<file path="config.mk">
export PLATFORM = sky130hd
export DESIGN_NAME = button_conditioner
export DESIGN_NICKNAME = d
export VERILOG_FILES = /design/src/rtl/calc_pkg.sv /design/src/rtl/debouncer.sv /design/src/rtl/button_conditioner.sv
export SDC_FILE = /design/constraint.sdc
export NUM_CORES = 1
export LEC_CHECK = 0
export ABC_AREA = 1
export ABC_CLOCK_PERIOD_IN_PS = 1580
export CAP_MARGIN = 20
export CORE_MARGIN = 2
export CORE_UTILIZATION = 56
export CTS_CLUSTER_DIAMETER = 60
export DETAILED_ROUTE_END_ITERATION = 12
export PLACE_DENSITY = 0.88
export SYNTH_ARGS = -nofsm -noshare
export SYNTH_HDL_FRONTEND = slang
export SYNTH_SLANG_ARGS = --single-unit
</file>
<file path="constraint.sdc">
create_clock -name clk -period 1.58 [get_ports clk]
set_input_delay 0.316 -clock clk [delete_from_list [all_inputs] [get_ports clk]]
set_output_delay 0.316 -clock clk [all_outputs]
set_load 0.02 [all_outputs]
</file>
<file path="src/rtl/calc_pkg.sv">
// calc_pkg: shared types for the calculator front-end
package calc_pkg;
  typedef enum logic [1:0] {IDLE = 2'd0, PRESSED = 2'd1, LONG_HELD = 2'd2} btn_state_t;
endpackage

</file>
<file path="src/rtl/debouncer.sv">
// debouncer: 2-FF synchronizer followed by a consecutive-cycle debounce counter
module debouncer #(
  parameter int N_DEBOUNCER = 10
) (
  input  logic clk,
  input  logic reset,
  input  logic btn_in,
  output logic btn_level
);
  localparam int CW = $clog2(N_DEBOUNCER) + 1;
  localparam logic [CW-1:0] DB_LAST = CW'(N_DEBOUNCER - 1);
  logic [1:0] sync;
  logic [CW-1:0] db_cnt;
  always_ff @(posedge clk) begin
    if (reset) begin
      sync <= '0;
      db_cnt <= '0;
      btn_level <= 1'b0;
    end else begin
      sync <= {sync[0], btn_in};
      if (sync[1] == btn_level) db_cnt <= '0;
      else if (db_cnt == DB_LAST) begin
        btn_level <= ~btn_level;
        db_cnt <= '0;
      end else db_cnt <= db_cnt + 1'b1;
    end
  end
endmodule

</file>
<file path="src/rtl/button_conditioner.sv">
// button_conditioner: debounced button classified into short-press enter and long-press undo strobes
module button_conditioner
  import calc_pkg::*;
#(
  parameter int N_DEBOUNCER = 10,
  parameter int N_LONG = 1000
) (
  input  logic       clk,
  input  logic       reset,
  input  logic       btn_in,
  output logic       btn_level,
  output logic       enter_pulse,
  output logic       undo_pulse,
  output logic [1:0] state_o
);
  localparam int HW = $clog2(N_LONG) + 1;
  localparam logic [HW-1:0] HOLD_LAST = HW'(N_LONG - 1);
  btn_state_t state;
  logic [HW-1:0] hold_cnt;
  debouncer #(.N_DEBOUNCER(N_DEBOUNCER)) u_db (
    .clk(clk),
    .reset(reset),
    .btn_in(btn_in),
    .btn_level(btn_level)
  );
  assign state_o = state;
  // release is checked before the threshold so a tie yields enter, not undo
  always_ff @(posedge clk) begin
    if (reset) begin
      state <= IDLE;
      hold_cnt <= '0;
      enter_pulse <= 1'b0;
      undo_pulse <= 1'b0;
    end else begin
      enter_pulse <= 1'b0;
      undo_pulse <= 1'b0;
      case (state)
        IDLE: if (btn_level) begin
          state <= PRESSED;
          hold_cnt <= '0;
        end
        PRESSED: if (!btn_level) begin
          enter_pulse <= 1'b1;
          state <= IDLE;
        end else if (hold_cnt == HOLD_LAST) begin
          undo_pulse <= 1'b1;
          state <= LONG_HELD;
        end else if (hold_cnt != '1) hold_cnt <= hold_cnt + 1'b1;
        LONG_HELD: if (!btn_level) state <= IDLE;
        default: state <= IDLE;
      endcase
    end
  end
endmodule

</file>
# Yosys cells after proc, flatten, opt, wreduce, memory -nomap -nowiden
# Cells that the tools add are included.
[word_totals]
reg_bits = 23
latchBits = 0
mem_bits_rw = 0
romBits = 0
elab_cells = 44
memories = 0
[classes]
addsub = 2
mul = 0
div_mod_pow = 0
magnitude_cmp = 0
n_eq_ne = 12
n_shift = 0
muxes = 12
bitwise_logic = 3
reduce_logical = 8
[op_table]
columns = ["operator", "count"]
rows = [
  ["$mux 11", 4],
  ["$pmux 11 s2", 1],
  ["$add 11x1->11 const B", 1],
  ["$eq 11x10->1 const B", 1],
  ["$ne 11x11->1 const B", 1],
  ["$mux 2", 4],
  ["$ne 2x2->1 const B", 3],
  ["$pmux 2 s3", 1],
  ["$reduce_or 3->1", 2],
  ["$add 5x1->5 const B", 1],
  ["$eq 5x4->1 const B", 1],
  ["$reduce_and 5->1", 1],
  ["$ne 2x1->1 const B", 2],
  ["$ne 3x3->1 const B", 1],
  ["$not 1->1", 3],
  ["$reduce_and 3->1", 1],
  ["$eq 2x1->1 const B", 1],
  ["$eq 2x2->1 const B", 1],
  ["$logic_not 2->1", 1],
  ["$mux 1", 2],
  ["$reduce_and 2->1", 1],
  ["$reduce_bool 2->1", 1],
  ["$reduce_or 2->1", 1],
  ["$eq 1x1->1", 1],
]

# Depth between registers and ports, before layout
# Gate-level depths: netlist (run 1).
[logic_depth]
depth_word = 5
depth_mapped = 10
mapped_depth_nobuf = 10

# Cells and area by module
# A second synthesis (run 1) with hierarchy kept.
[hier_totals]
cells_unflattened = 179
hier_area_um2 = 1218.7
[modules_own_cells]
columns = ["mod", "instances", "cells_each", "area_per_inst_um2", "seq_area_each_um2"]
rows = [
  ["button_conditioner", 1, 134, 868.3, 300.3],
  ["debouncer", 1, 45, 350.3, 160.2],
]

# Worst setup path before layout (run 1)
# No wires, ideal clock.
[synth_path]
kind = "register to register"
from = "register hold_cnt[0]"
to = "register hold_cnt[9]"
setup_ns = 0.109
t_arrival_ns = 1.280
path_slack_ns = 0.191
stages_incl_launch_ff = 11
path_buffers = 0
period_less_slack_ns = 1.389
path_cell_list = "dfxtp_1 ha_1 nand3_2 nor2_4 nand3_2 nand3_4 nand2_4 nand2_1 nand2_1 nand2_1 inv_1"
[synth_via]
elab_chain_len = 5
elab_cells_between_ends = 10
cone_classes = "add/sub: 1; eq/ne: 4; mux: 4; reduce/logical: 1"
[synth_rtl]
columns = ["item", "line_no", "text"]
rows = [
  ["start, declared", "button_conditioner.sv:19", "logic [HW-1:0] hold_cnt;"],
  ["start signal, assigned", "button_conditioner.sv:48", "end else if (hold_cnt != '1) hold_cnt <= hold_cnt + 1'b1;"],
  ["$add 11x1->11", "button_conditioner.sv:48", ""],
  ["$mux 11", "button_conditioner.sv:48", ""],
  ["$mux 11", "button_conditioner.sv:45", "end else if (hold_cnt == HOLD_LAST) begin"],
  ["$mux 11", "button_conditioner.sv:42", "PRESSED: if (!btn_level) begin"],
  ["$pmux 11 s2", "button_conditioner.sv:37", "case (state)"],
]
# Parallel ways exist; a longest one is shown, timed or not. The select of a mux whose other input is x is not followed.
# A chain may end at the register's enable or synchronous reset.

# Worst setup path in the final report (run 1)
[layout_path]
from = "register hold_cnt[2]"
to = "register hold_cnt[9]"
# The elaborated chain is that of the path after synthesis.

==> results of run 1 <==
repair_timing:
item                       4_1_cts  5_1_grt
hold buffers                     0        0
resized for setup                3        8
buffers inserted                 0        0
setup endpoints to repair        3       13
area by class of cell:
class / instances / share of cell area [%]
Multi-Input combinational cell: 114 / 47.16
Inverter: 24 / 6.593
Timing Repair Buffer: 12 / 7.967
Tap cell: 27 / 2.473
Sequential cell: 23 / 33.88
Clock buffer: 4 / 1.923
flip-flops by register name (all words and copies together), names as in the netlist:
register	flops
hold_cnt	11
enter_pulse	1
state_o	2
u_db.db_cnt	5
u_db.btn_level	1
u_db.sync	2
undo_pulse	1
how the worst max path moves through the flow:
stage | startpoint | end
after CTS | undo_pulse$_SDFF_PP0_ | undo_pulse
after global placement | reset | hold_cnt[9]$_SDFFE_PP0P_
after detailed placement | hold_cnt[0]$_SDFFE_PP0P_ | hold_cnt[9]$_SDFFE_PP0P_
after global routing | hold_cnt[0]$_SDFFE_PP0P_ | hold_cnt[8]$_SDFFE_PP0P_
after floorplan | hold_cnt[0]$_SDFFE_PP0P_ | hold_cnt[9]$_SDFFE_PP0P_
final | hold_cnt[2]$_SDFFE_PP0P_ | hold_cnt[9]$_SDFFE_PP0P_
cell families (layout without fill, tap and decap cells):
group / Yosys count / count (layout)
simple gates: 92 / 92
buf+inv: 27 / 40
flops: 23 / 23
compound gates: 15 / 15
xor+xnor: 4 / 4
fa+ha+maj: 3 / 3
routing by layer:
metal	GRT usage [%]	share of wire, %	vias up	routed length [µm]
met5	0	0	-	0
li1	-	-	545	-
met2	37.94	52	23	1222
met3	2.424	3.4	5	81
met4	10.19	1.7	0	39
met1	24.29	43	470	1011
synth_stat cells:
master / number / share of area [%]
inv_1: 23 / 7.3
o21ai_0: 3 / 1.3
nand3b_1: 1 / 0.63
nor3b_1: 2 / 1.3
clkbuf_1: 1 / 0.32
buf_2: 2 / 0.84
dfxtp_1: 23 / 39
nand4_1: 2 / 1.1
nor4_2: 1 / 1.1
nor2_1: 21 / 6.6
ha_1: 3 / 3.2
inv_2: 1 / 0.32
nor2_4: 3 / 2.8
nor3_1: 4 / 1.7
nand3_2: 4 / 3.4
a21oi_1: 11 / 4.6
nor4_1: 1 / 0.53
or2_1: 1 / 0.53
nand3_1: 13 / 5.5
nand2_1: 35 / 11
nand2_2: 2 / 1.1
nand3_4: 1 / 1.5
xnor2_1: 2 / 1.5
nand2_4: 1 / 0.95
a31o_2: 1 / 0.74
xor2_1: 2 / 1.5
where the power goes:
| group | total (mW) | internal [mW] | switching [mW] |
|---|---|---|---|
| clock | 0.258 | 0.0983 | 0.160 |
| combinational | 0.0272 | 0.0128 | 0.0144 |
| sequential | 0.584 | 0.583 | 0.00173 |
through the flow:
| step | power (mW) | hold WS (ps) |
|---|---|---|
| after floorplan | 0.6094 | 388.3 |
| after global placement | 0.6241 | 396.5 |
| after detailed placement | 0.6250 | 416.5 |
| after CTS | 0.8814 | 435.4 |
| after global routing | 0.9077 | 444.2 |
| final | 0.8695 | 428.7 |
worst max-delay path: stages, from the launching register on:
cell and delay (ps):
dfxtp_1 460, nand3_1 180, nor2_1 260, nand2_1 110
o21ai_0 160, nand2_1 70, nand2_1 60, inv_1 30
==> results.yml, run 1 <==
status:
  status: "complete, no violations"
synthesis:
  synth_compound_gate_area_share_pct: 6.646
  synth_top_family_by_area: "simple AND/OR/NAND/NOR gates"
  synth_seq_area_share_pct: 38.82
  synth_fp_nets: 170
  synth_mux_area_share_pct: 0
  ys_warn_count: 0
  avgSynthCellArea_um2: 7.233
  ys_types: 26
  syn_area_um2: 1186
  yosys.area_share.simple_pct: 39.66
  yosys.area_share.adder_pct: 3.165
  synthesis.instances: 164
  ys_ff_latch: 23
  synth_xor_area_share_pct: 2.954
clock_tree:
  cts_tree: "built"
  htreeDepth: 1
  cts_num_sinks: 23
  clk_path_buf_depth: 2
  worstSkewPairLatency_ps: 300
  cts_root_buf: "clkbuf_4"
  clk_pin_slew_worst_paths_ps: 110
  cts_buffers: 3
sta:
  relSlewSlack_pct: 72.20
  setup_viol: 0
  fmax_mhz: 706.8
  drv_slew: 0
  timing.final.ws_setup_ps: 165.2
  min_period_over_period_pct: 89.54
  finalHoldViolations: 0
  rsz0062_at_grt: "false"
  tightest_slew_ps: 415.9
  period_minus_slack_ps: 1415
  setup_tns_ps: 0
  fin_skew_ps: 1.476
detailed_routing:
  drt-total-wl_um: 2354
  dr_total_vias: 1043
  viasPerCell: 5.113
  drtPass1Iterations: 4
  first_iter_violations: 23
  drcViolationCount: 0
  drt.antenna.violating_nets: 0
  wl_per_cell_um: 11.54
cells_and_area:
  multi_input_area_um2: 644.4
  finalCoreUtilization_pct: 68.94
  area.sequential_um2: 462.9
  layout_common_cells: "nand2_1 (34), inv_1 (23), nor2_1 (21), dfxtp_1 (21), nand3_1 (13)"
  diodes: 0
  stdcell_count: 204
  area_growth_pct: 15.19
  layout.nets: 184
  fin_area_um2: 1366
  layout-drive-gt1-share_pct: 14.69
  final_common_cell: "nand2_1"
  fillers: 158
worst_hold_path:
  hold_path_class: "flip-flop to flip-flop"
  min_to: "u_db.sync[1]$_SDFF_PP0_"
  hold_path_depth: 2
  hp-start: "u_db.sync[0]$_SDFF_PP0_"
worst_setup_path:
  crit_required_ps: 1800
  r2r_end: "hold_cnt[9]$_SDFFE_PP0P_"
  start_kind: "flip-flop"
  r2r_start: "hold_cnt[2]$_SDFFE_PP0P_"
  ff2ff_path_depth: 7
  critPathCaptureType: "flip-flop"
  arrival_ps: 1630
  path_max_fanout: 5
  r2r_setup_slack_ps: 170
  worstSetupPathType: "flip-flop to flip-flop"
grt:
  grt_max_degree: 13
  grt_pass1_wl_um: 4098
  antenna_found_initial: 0
  grt_pass1_vias: 981
  grt_usage_pct: 21.07
  grt-ovfl-total: 0
floorplanning:
  die-area_um2: 2502
  rows: 16
  ios: 8
  dieWidth_um: 50.02
  initial_utilization_pct: 59.85
  core_region_area_um2: 1982
  die_y_um: 50.02
power_and_ir_drop:
  leakagePower_nw: 0.6091
  ir_drop_mv: 0.4766
  p_per_area_nw_per_um2: 636.4
placement:
  portBuffers: 7
  place_ws_ps: 92.42
  placed_cell_area_um2: 1314
  dp_cells: 200
  globalplace.congestion: 0.9570
  dp_hpwl_um: 1803
flow_run:
  drv_cap: 0
No activity file was read; power rests on OpenSTA's default activity.
==> run 2, diff against run 1 <==
CTS_CLUSTER_DIAMETER = default   (was 60)
==> results of run 2 <==
No change in the layout: final DEF, timing and power equal those of run 1.
